**config.mk**
```make
export PLATFORM = sky130hd
export DESIGN_NAME = sieve_stride_counter
export DESIGN_NICKNAME = d
export VERILOG_FILES = /design/src/rtl/sieve_stride_counter.sv
export SDC_FILE = /design/constraint.sdc
export NUM_CORES = 1
export LEC_CHECK = 0
export CAP_MARGIN = 20
export CELL_PAD_IN_SITES_DETAIL_PLACEMENT = 0
export CELL_PAD_IN_SITES_GLOBAL_PLACEMENT = 2
export CORE_MARGIN = 8
export CORE_UTILIZATION = 30
export DETAILED_ROUTE_END_ITERATION = 16
export GPL_TIMING_DRIVEN = 1
export PLACE_DENSITY_LB_ADDON = 0.1
export SYNTH_ARGS = -nofsm -noshare
export SYNTH_HDL_FRONTEND = slang
export SYNTH_SLANG_ARGS = --single-unit
```
**constraint.sdc**
```tcl
create_clock -name Clock -period 11.83 [get_ports Clock]
set_clock_uncertainty 0.1 [all_clocks]
set_input_delay 2.366 -clock Clock [delete_from_list [all_inputs] [get_ports Clock]]
set_output_delay 2.366 -clock Clock [all_outputs]
set_load 0.01 [all_outputs]
```
**src/rtl/sieve_stride_counter.sv**
```systemverilog
// rtl/sieve_stride_counter.sv - multi-channel base/stride counter emitting Step pulses per value.
// Define SIEVE_STRIDE_WRAPS_EN to add per-channel saturating rollover counters on Wraps.
module sieve_stride_counter #(
    parameter int WIDTH       = 32,
    parameter int CHANNELS    = 4,
    parameter int INC_W       = 10,
    parameter int COUNT_LIMIT = 1000000,
    parameter int ROLLOVER    = 0,
    parameter int CH_W        = (CHANNELS > 1) ? $clog2(CHANNELS) : 1
) (
    input  logic                      Clock,
    input  logic                      Reset_n,
    input  logic                      Clear,
    input  logic                      Load_valid,
    output logic                      Load_ready,
    input  logic [CH_W-1:0]           Load_ch,
    input  logic [WIDTH-1:0]          Load_base,
    input  logic [INC_W-1:0]          Load_stride,
    input  logic [CHANNELS-1:0]       En,
    output logic [WIDTH*CHANNELS-1:0] Count,
    output logic [CHANNELS-1:0]       Step,
    output logic [CHANNELS-1:0]       TC,
    output logic                      All_done
`ifdef SIEVE_STRIDE_WRAPS_EN
    ,
    output logic [8*CHANNELS-1:0]     Wraps
`endif
);

    typedef enum logic [1:0] {ST_IDLE, ST_RUN, ST_DONE} state_t;

    // Sums are formed one bit wider than Count so an overshoot is never hidden by wrap-around.
    localparam logic [WIDTH:0] LIMIT_M1 = (WIDTH+1)'(COUNT_LIMIT - 1);

    state_t             state_q  [CHANNELS];
    state_t             state_d  [CHANNELS];
    logic [WIDTH-1:0]   count_q  [CHANNELS];
    logic [WIDTH-1:0]   count_d  [CHANNELS];
    logic [WIDTH-1:0]   base_q   [CHANNELS];
    logic [WIDTH-1:0]   base_d   [CHANNELS];
    logic [INC_W-1:0]   stride_q [CHANNELS];
    logic [INC_W-1:0]   stride_d [CHANNELS];
    logic [CHANNELS-1:0] step_q;
    logic [CHANNELS-1:0] step_d;
`ifdef SIEVE_STRIDE_WRAPS_EN
    logic [7:0]         wraps_q  [CHANNELS];
    logic [7:0]         wraps_d  [CHANNELS];
`endif

    logic           load_fire;
    logic           load_bad;
    logic [WIDTH:0] next_val;

    always_comb begin
        Load_ready = 1'b0;
        if (!Clear && (32'(Load_ch) < CHANNELS)) begin
            Load_ready = (state_q[Load_ch] != ST_RUN);
        end
    end

    assign load_fire = Load_valid && Load_ready;
    assign load_bad  = ({1'b0, Load_base} > LIMIT_M1) || (Load_stride == '0);

    always_comb begin
        step_d   = '0;
        next_val = '0;
        for (int i = 0; i < CHANNELS; i++) begin
            state_d[i]  = state_q[i];
            count_d[i]  = count_q[i];
            base_d[i]   = base_q[i];
            stride_d[i] = stride_q[i];
`ifdef SIEVE_STRIDE_WRAPS_EN
            wraps_d[i]  = wraps_q[i];
`endif
            if (Clear) begin
                state_d[i]  = ST_IDLE;
                count_d[i]  = '0;
                base_d[i]   = '0;
                stride_d[i] = '0;
`ifdef SIEVE_STRIDE_WRAPS_EN
                wraps_d[i]  = '0;
`endif
            end else if (load_fire && (Load_ch == CH_W'(i))) begin
                count_d[i] = Load_base;
`ifdef SIEVE_STRIDE_WRAPS_EN
                wraps_d[i] = '0;
`endif
                if (load_bad) begin
                    state_d[i] = ST_DONE;
                end else begin
                    state_d[i]  = ST_RUN;
                    base_d[i]   = Load_base;
                    stride_d[i] = Load_stride;
                    step_d[i]   = 1'b1;
                end
            end else if ((state_q[i] == ST_RUN) && En[i]) begin
                next_val = {1'b0, count_q[i]} + (WIDTH+1)'(stride_q[i]);
                if (next_val <= LIMIT_M1) begin
                    count_d[i] = next_val[WIDTH-1:0];
                    step_d[i]  = 1'b1;
                end else if (ROLLOVER == 0) begin
                    state_d[i] = ST_DONE;
                end else begin
                    count_d[i] = base_q[i];
                    step_d[i]  = 1'b1;
`ifdef SIEVE_STRIDE_WRAPS_EN
                    if (wraps_q[i] != 8'hff) begin
                        wraps_d[i] = wraps_q[i] + 8'd1;
                    end
`endif
                end
            end
        end
    end

    always_ff @(posedge Clock or negedge Reset_n) begin
        if (!Reset_n) begin
            step_q <= '0;
            for (int i = 0; i < CHANNELS; i++) begin
                state_q[i]  <= ST_IDLE;
                count_q[i]  <= '0;
                base_q[i]   <= '0;
                stride_q[i] <= '0;
`ifdef SIEVE_STRIDE_WRAPS_EN
                wraps_q[i]  <= '0;
`endif
            end
        end else begin
            step_q <= step_d;
            for (int i = 0; i < CHANNELS; i++) begin
                state_q[i]  <= state_d[i];
                count_q[i]  <= count_d[i];
                base_q[i]   <= base_d[i];
                stride_q[i] <= stride_d[i];
`ifdef SIEVE_STRIDE_WRAPS_EN
                wraps_q[i]  <= wraps_d[i];
`endif
            end
        end
    end

    always_comb begin
        Count    = '0;
        TC       = '0;
        All_done = 1'b1;
        for (int i = 0; i < CHANNELS; i++) begin
            Count[i*WIDTH +: WIDTH] = count_q[i];
            TC[i] = (state_q[i] == ST_DONE);
            if (state_q[i] == ST_RUN) begin
                All_done = 1'b0;
            end
        end
    end

    assign Step = step_q;

`ifdef SIEVE_STRIDE_WRAPS_EN
    always_comb begin
        Wraps = '0;
        for (int i = 0; i < CHANNELS; i++) begin
            Wraps[i*8 +: 8] = wraps_q[i];
        end
    end
`endif

endmodule

```
After elaboration in Yosys (flattened, before gate mapping)
Cells that the tools add are included.
Widths: inputs -> output; s select.
Storage, ports and cells
  output and inout port bits: 138
  register bits after elaboration: 180
  logic and storage cells: 144
Cells by class
  order comparisons: 6
  reduce and logical (&&, ||, !) cells: 36
  multiplexer cells: 67
  equality and inequality tests: 17
  $add $sub $neg: 4
  bitwise operators: 1
Operator list (number)
  $mux 32: 16
  $add 32x10->33: 4
  $le 33x20->1 const B: 4
  $mux 10: 9
  $mux 2: 19
  $gt 32x20->1 const B: 1
  $reduce_and 2->1: 12
  $reduce_bool 3->1: 8
  $mux 1: 22
  $eq 2x2->1 const B: 6
  $ne 3x3->1 const B: 4
  $eq 2x1->1 const B: 5
  $logic_not 10->1: 1
  $logic_and 1x1->1: 9
  $reduce_bool 2->1: 4
  $bmux 2 s2: 1
  $ge 3x3->1 const B: 1
  $not 2->3: 1
  $logic_not 2->1: 1
  $ne 2x1->1 const B: 1
  $ne 2x2->1 const B: 1
  $logic_or 1x1->1: 1

Logic depth before layout (Yosys ltp)
Gate-level depths: netlist (run 1).
  word-level depth: 10
  depth in mapped cells: 16
  mapped depth without buffers: 13

Worst setup path before layout (run 1)
Ideal clock, no wire load.
  path kind: in2out
  from: input Load_ch[1]
  to: output Load_ready
  stages on the path: 3
  data arrival time: 3.315 ns
  required time: 9.364 ns
  path slack: 6.049 ns
  path through: clkbuf_1 -> mux4_2 -> nor2_1
On the way
  longest elaborated chain between the ends: 6
RTL lines
  start: declaration: line 16  | input logic [CH_W-1:0] Load_ch,
  $not 2->3 (not written as such): line 57  | Load_ready = (state_q[Load_ch] != ST_RUN);
  $bmux 2 s2: line 57
  $mux 2 (not written as such) (2 in a row): line 57
  $ne 2x1->1: line 57
  $mux 1: line 56  | if (!Clear && (32'(Load_ch) < CHANNELS)) begin
  end: declaration: line 15  | output logic Load_ready,
Every way passes these cells. The select of a mux whose other input is x is not followed.

Worst setup path after layout (run 1)
Same ends and word-level chain as after synthesis.

==> results of run 1 <==
[placed cells by master, fill, tap and decap left out, types with 6 or more instances in the layout]
| cell | count |
|---|---|
| clkdlybuf4s50_1 | 187 |
| o21ai_0 | 64 |
| a22o_1 | 13 |
| inv_6 | 6 |
| buf_4 | 28 |
| o31ai_1 | 12 |
| a311oi_1 | 37 |
| inv_1 | 36 |
| xor2_1 | 25 |
| nand2_1 | 211 |
| mux2_2 | 8 |
| mux2i_1 | 44 |
| a21oi_1 | 96 |
| and2_1 | 20 |
| o211ai_1 | 15 |
| nor3b_1 | 7 |
| nand3b_1 | 18 |
| o21bai_1 | 10 |
| or2_2 | 7 |
| and3_1 | 31 |
| nor4_1 | 16 |
| o2111ai_1 | 9 |
| nor2b_1 | 16 |
| a211o_1 | 8 |
| nor2_1 | 139 |
| ha_1 | 40 |
| a32oi_1 | 6 |
| dfrtp_1 | 180 |
| nand3_1 | 64 |
| and4_1 | 8 |
| or4_1 | 11 |
| a211oi_1 | 39 |
| clkbuf_16 | 17 |
| or3_1 | 22 |
| nor3_1 | 25 |
| o21a_1 | 12 |
| xnor2_1 | 32 |
| nand4_1 | 25 |
| a21o_1 | 15 |
| nand2b_1 | 20 |
[power by group through the flow]
stage / clock [uW] / sequential (uW) / combinational, uW
after global routing: 632 / 671 / 238
after floorplan: 0 / 672 / 91.9
after detailed placement: 0 / 679 / 222
final: 594 / 667 / 220
after global placement: 0 / 679 / 222
after CTS: 609 / 667 / 223
[final timing paths]
| path | start | to | slack, ns | depth (start not counted) |
|---|---|---|---|---|
| max in group asynchronous | Reset_n | Count[43]$_DFFE_PN0P_ | 8.46 | 2 |
| setup reg to reg | Count[40]$_DFFE_PN0P_ | Count[50]$_DFFE_PN0P_ | 6.55 | 11 |
| min in group asynchronous | Reset_n | Count[83]$_DFFE_PN0P_ | 1.81 | 1 |
| hold reg to reg | stride_q[6]$_DFFE_PN0P_ | stride_q[6]$_DFFE_PN0P_ | 0.43 | 2 |
| hold / removal | stride_q[6]$_DFFE_PN0P_ | stride_q[6]$_DFFE_PN0P_ | 0.43 | 2 |
| setup / recovery | Load_ch[1] | Load_ready | 5.00 | 4 |
[registers in the layout, summed over array words and instances, names as in the netlist]
signal	flops
stride_q	40
state_q	8
Count	128
Step	4
[cells by family (layout without fill, tap and decap cells)]
group,Yosys count,in the layout,synth area share
and+or+nand+nor,670,670,0.261
AOI/OAI and AO/OA,408,408,0.222
DFF,180,180,0.348
buffers and inverters,127,285,0.0390
xor gates and xnor gates,57,57,0.0386
muxes,57,57,0.0463
adders and majority gates,44,44,0.0449
other,0,2,0
[layout make-up]
| cell class | count | area (um^2) |
|---|---|---|
| timing repair buffer | 216 | 2100 |
| inverter | 37 | 139 |
| multi-input combinational | 1236 | 7920 |
| tap | 546 | 683 |
| clock inverter | 14 | 140 |
| antenna | 2 | 5.00 |
| fill | 4470 | 26900 |
| clock buffer | 18 | 439 |
| sequential | 180 | 4500 |
[metrics by stage]
stage / util / power (uW) / area, um^2
floorplan: - / 764 / 12900
global placement: 0.359 / 901 / 15300
detailed placement: 0.359 / 901 / 15300
CTS: 0.372 / 1500 / 15900
global route: 0.372 / 1540 / 15900
finish: 0.372 / 1480 / 15900
[metal layers]
| layer | share of wire | GRT usage | wire length, um |
|---|---|---|---|
| met1 | 0.46 | 0.287 | 24800 |
| met2 | 0.46 | 0.335 | 24700 |
| met3 | 0.059 | 0.0549 | 3200 |
| met4 | 0.024 | 0.0661 | 1270 |
| met5 | 0.00017 | 0 | 9 |
[worst max-delay path, stage by stage]
cell             delay [ns]
clkdlybuf4s50_1        0.63
mux4_2                 0.54
nor2_1                 0.17
clkdlybuf4s50_1        0.67
==> metrics.md, run 1 <==
| Metric | Value |
|---|---|
| Worst Hold Class | `flip-flop to flip-flop` |
| Fin. Hold Viols | `0` |
| GPL Wtd Cong | `0.840` |
| GRT Resource Usage Total | `0.214` |
| Port bufs | `189` |
| Pwr/cell area | `92.9 nW/um^2` |
| Post-synth top area cell | `dfrtp_1` |
| Primary FF master, synth | `dfrtp_1` |
| Final Setup Violations | `0` |
| Number of global-route vias before repair | `12.4k` |
| WL/cell | `24.0 um` |
| Initial antenna violation count | `7` |
| Worst-skew pair later-pin latency | `0.46 ns` |
| Post-Place Setup Slack | `5.01 ns` |
| Core area | `42800 um^2` |
| CP Launch Type | `input pin` |
| NumNets Final | `1784` |
| Post-DRT Antenna Nets | `0` |
| Routed vias/inst | `5.60` |
| First-pass GRT wire length | `81200 um` |
| Fin crit share | `0.577` |
| Placed Cells | `2215` |
| Io pins | `190` |
| Crit path max fanout | `8` |
| Nature of the critical path endpoint | `output pin` |
| Flops & latches, synth | `180` |
| Worst ir drop on vdd | `72.5 uV` |
| Synth async-reset ratio | `1.00` |
| Vias | `12.6k` |
| Clock Power Share | `0.401` |
| Die height | `224 um` |
| Warning count from the yosys run | `0` |
| Slew @ Worst Pin | `1.04 ns` |
| Post-Syn Instances | `1543` |
| Synthesized area | `12900 um^2` |
| Final hold slack | `0.426 ns` |
| 1st-iter DRT viols | `995` |
| FMAX | `0.146 GHz` |
| Chip width | `224 um` |
| Critical path required time | `9.36 ns` |
| Final WL | `54000 um` |
| Initial Util | `0.302` |
| Die ar. | `50000 um^2` |
| Sequential share of power | `0.450` |
| Row cnt | `76` |
| Kind of critical path | `input pin to output pin` |
| Maxcap violations | `0` |
| Top post-synthesis cells by area | `dfrtp_1 (35%), nand2_1 (6.1%), nor2_1 (4.0%), ha_1 (3.9%), a21oi_1 (3.7%)` |
| Syn nets | `1639` |
| Clock H-tree levels | `4` |
| Dpl hpwl | `38600 um` |
| Setup WS post-layout | `5.00 ns` |
| Switching power | `454 uW` |
| Leading cell types by count after synthesis | `nand2_1 (211), dfrtp_1 (180), nor2_1 (139), a21oi_1 (96), clkbuf_1 (70)` |
| Pint | `1030 uW` |
| Comb pwr share | `0.148` |
| Final Non-Filler Cells | `2249` |
| Max Slew Vio Count | `0` |
| Sink Count | `180` |
| Rel. slew slack | `0.304` |
| Reg clk slew, reported paths | `0.07 ns` |
| Detailed Routing Iterations Pass 1 | `5` |
| Run status | `complete, no violations` |
| Most common cell in the netlist | `nand2_1` |
| Synth Area per Inst | `8.38 um^2` |
| Clock buffer count from CTS | `17` |
| Setup TNS Final | `0 ns` |
| Total gr overflow | `0` |
| Post-CTS Setup Inserts | `0` |
| Drt drc | `0` |
| Largest net degree at the start of global routing | `72` |
| Net Sw Frac | `0.306` |
| Max clock buf depth | `2` |
| Post-route minimum period | `6.83 ns` |
| RSZ-0062 raised after global routing | `false` |
| Seq/Total Area, Yosys | `0.348` |
| Synth top area share | `0.348` |
| Share of layout cells above drive strength 1 | `0.0594` |
| Clock root cell | `clkbuf_16` |
| Post-synth EDFFs | `0` |
| Post-CTS Resized | `0` |
| CTS tree | `done` |
| Leakage power | `0.00643 uW` |
| Hold buffers post-CTS | `0` |
| Synth-to-Final Area Change | `23.2%` |
| Synth cell types | `90` |
| Arr. time, crit path | `4.36 ns` |
No activity file was read; power rests on OpenSTA's default activity.
==> run 2: changes to the inputs <==
Clock period 11.83 ns to 7.15 ns, I/O delays scaled along.
==> metrics.md, run 2 (synthesis gave the netlist of run 1 again) <==
| Metric | Value |
|---|---|
| Setup TNS Final | `0 ns` |
| Vias | `12.6k` |
| Routed vias/inst | `5.62` |
| Number of global-route vias before repair | `12.2k` |
| Most frequent CP cell | `clkdlybuf4s50_1` |
| Antenna cells | `0` |
| Synth-to-Final Area Change | `22.9%` |
| Largest stage delay on the critical path | `0.67 ns` |
| Hold Crit Depth | `2` |
| Io pins | `190` |
| Final Setup Violations | `0` |
| NumNets Final | `1780` |
| Run status | `complete, no violations` |
| Leakage power | `0.00639 uW` |
| Crit path max fanout | `8` |
| Most frequent cells in the layout | `nand2_1 (211), clkdlybuf4s50_1 (187), dfrtp_1 (180)` |
| Detailed Routing Iterations Pass 1 | `5` |
| Reg clk slew, reported paths | `0.07 ns` |
| Hold buffers post-CTS | `0` |
| Post-CTS Resized | `0` |
| Pwr/cell area | `154 nW/um^2` |
| Rel. slew slack | `0.313` |
| Maxcap violations | `0` |
| Largest net degree at the start of global routing | `81` |
| Chip width | `224 um` |
| Max Slew Vio Count | `0` |
| Max clock buf depth | `2` |
| Slew @ Worst Pin | `1.03 ns` |
| Post-DRT Antenna Nets | `0` |
| First-pass GRT wire length | `81800 um` |
| Critical path required time | `5.62 ns` |
| Clock root cell | `clkbuf_16` |
| Kind of critical path | `input pin to output pin` |
| Worst ir drop on vdd | `113 uV` |
| Nature of the critical path endpoint | `output pin` |
| Worst path cell trace | `clkdlybuf4s50_1 -> mux4_2 -> nor2_1 -> clkdlybuf4s50_1` |
| RSZ-0062 raised after global routing | `false` |
| 1st-iter DRT viols | `1003` |
| Core area | `42800 um^2` |
| Cell family with most CP delay | `buffers and inverters` |
| Worst-skew pair later-pin latency | `0.48 ns` |
| CTS tree | `done` |
| GPL Wtd Cong | `0.849` |
| Stages on worst setup path | `4` |
| Initial Util | `0.302` |
| Die ar. | `50000 um^2` |
| Worst Hold Class | `flip-flop to flip-flop` |
| Most common cell after layout, fill and taps aside | `nand2_1` |
| Initial antenna violation count | `3` |
| Share of layout cells above drive strength 1 | `0.0566` |
| Final hold slack | `0.422 ns` |
| Clock H-tree levels | `4` |
| Post-CTS Setup Inserts | `0` |
| Final WL | `55000 um` |
| Fin crit share | `0.699` |
| Clock buffer count from CTS | `17` |
| Fillcell total | `4433` |
| Post-route minimum period | `5.00 ns` |
| Dpl hpwl | `39600 um` |
| Total gr overflow | `0` |
| Row cnt | `76` |
| FMAX | `0.200 GHz` |
| Port bufs | `189` |
| GRT Resource Usage Total | `0.217` |
| CP Buf/Inv Count | `2` |
| CP Launch Type | `input pin` |
| Die height | `224 um` |
| Fin. Hold Viols | `0` |
| Arr. time, crit path | `3.47 ns` |
| CP max stage cell | `clkdlybuf4s50_1` |
| Reg2reg path depth | `11` |
| WL/cell | `24.5 um` |
| Largest register FFs | `128` |
| Sink Count | `180` |
| Drt drc | `0` |
-- run 2: area by class of cell --
cell class                 instances  area (um^2)  share of cell area
clock inverter                    12          109             0.00686
tap                              546          683              0.0430
multi-input combinational       1236         7920               0.499
inverter                          37          139             0.00875
sequential                       180         4500               0.284
clock buffer                      20          457              0.0288
timing repair buffer             212         2070               0.130
-- run 2: report_power, final --
part           total (uW)  switching [uW]  leakage (uW)  internal (uW)
logic                 362             212       0.00364            150
registers            1100            58.5       0.00248           1050
clock network         971             494      0.000270            477
total                2440             765       0.00639           1670
-- run 2: through the flow --
step | total power [uW] | setup slack [ns] | util | instance area, um^2 | cells
3_5_place_dp | 1490 | 2.15 | 0.358 | 15300 | 2211
5_1_grt | 2540 | 1.88 | 0.371 | 15900 | 2243
6_report | 2440 | 2.15 | 0.371 | 15900 | 2243
4_1_cts | 2470 | 2.15 | 0.371 | 15900 | 2243
2_1_floorplan | 1260 | 2.96 | - | 12900 | 1543
3_3_place_gp | 1490 | 2.21 | 0.358 | 15300 | 2211
-- run 2: path summary, 6_finish.rpt --
kind / from / endpoint / slack, ns
max: Load_ch[1] / Load_ready / 2.15
min: stride_q[0]$_DFFE_PN0P_ / stride_q[0]$_DFFE_PN0P_ / 0.42
max reg2reg: Count[40]$_DFFE_PN0P_ / Count[50]$_DFFE_PN0P_ / 2.21
min reg2reg: stride_q[0]$_DFFE_PN0P_ / stride_q[0]$_DFFE_PN0P_ / 0.42
max in group asynchronous: Reset_n / state_q[3]$_DFFE_PN0P_ / 4.75
min in group asynchronous: Reset_n / Count[82]$_DFFE_PN0P_ / 0.89
-- run 2: worst reg2reg max path: cells and delay by family, from the launching register on --
kind                     cells  cell delay, ns
adder cells (fa/ha/maj)      1            0.41
AO/OA/AOI/OAI                4            1.53
AND/OR/NAND/NOR              6            2.41
flip-flops                   1            0.40
-- run 2: routing by layer --
metal | wire [um] | GRT usage | vias up | share of wire
li1 | - | - | 6000 | -
met1 | 25700 | 0.296 | 6251 | 0.47
met2 | 25300 | 0.340 | 308 | 0.46
met3 | 2690 | 0.0481 | 55 | 0.049
met4 | 1260 | 0.0663 | 2 | 0.023
met5 | 13 | 0 | - | 0.00024
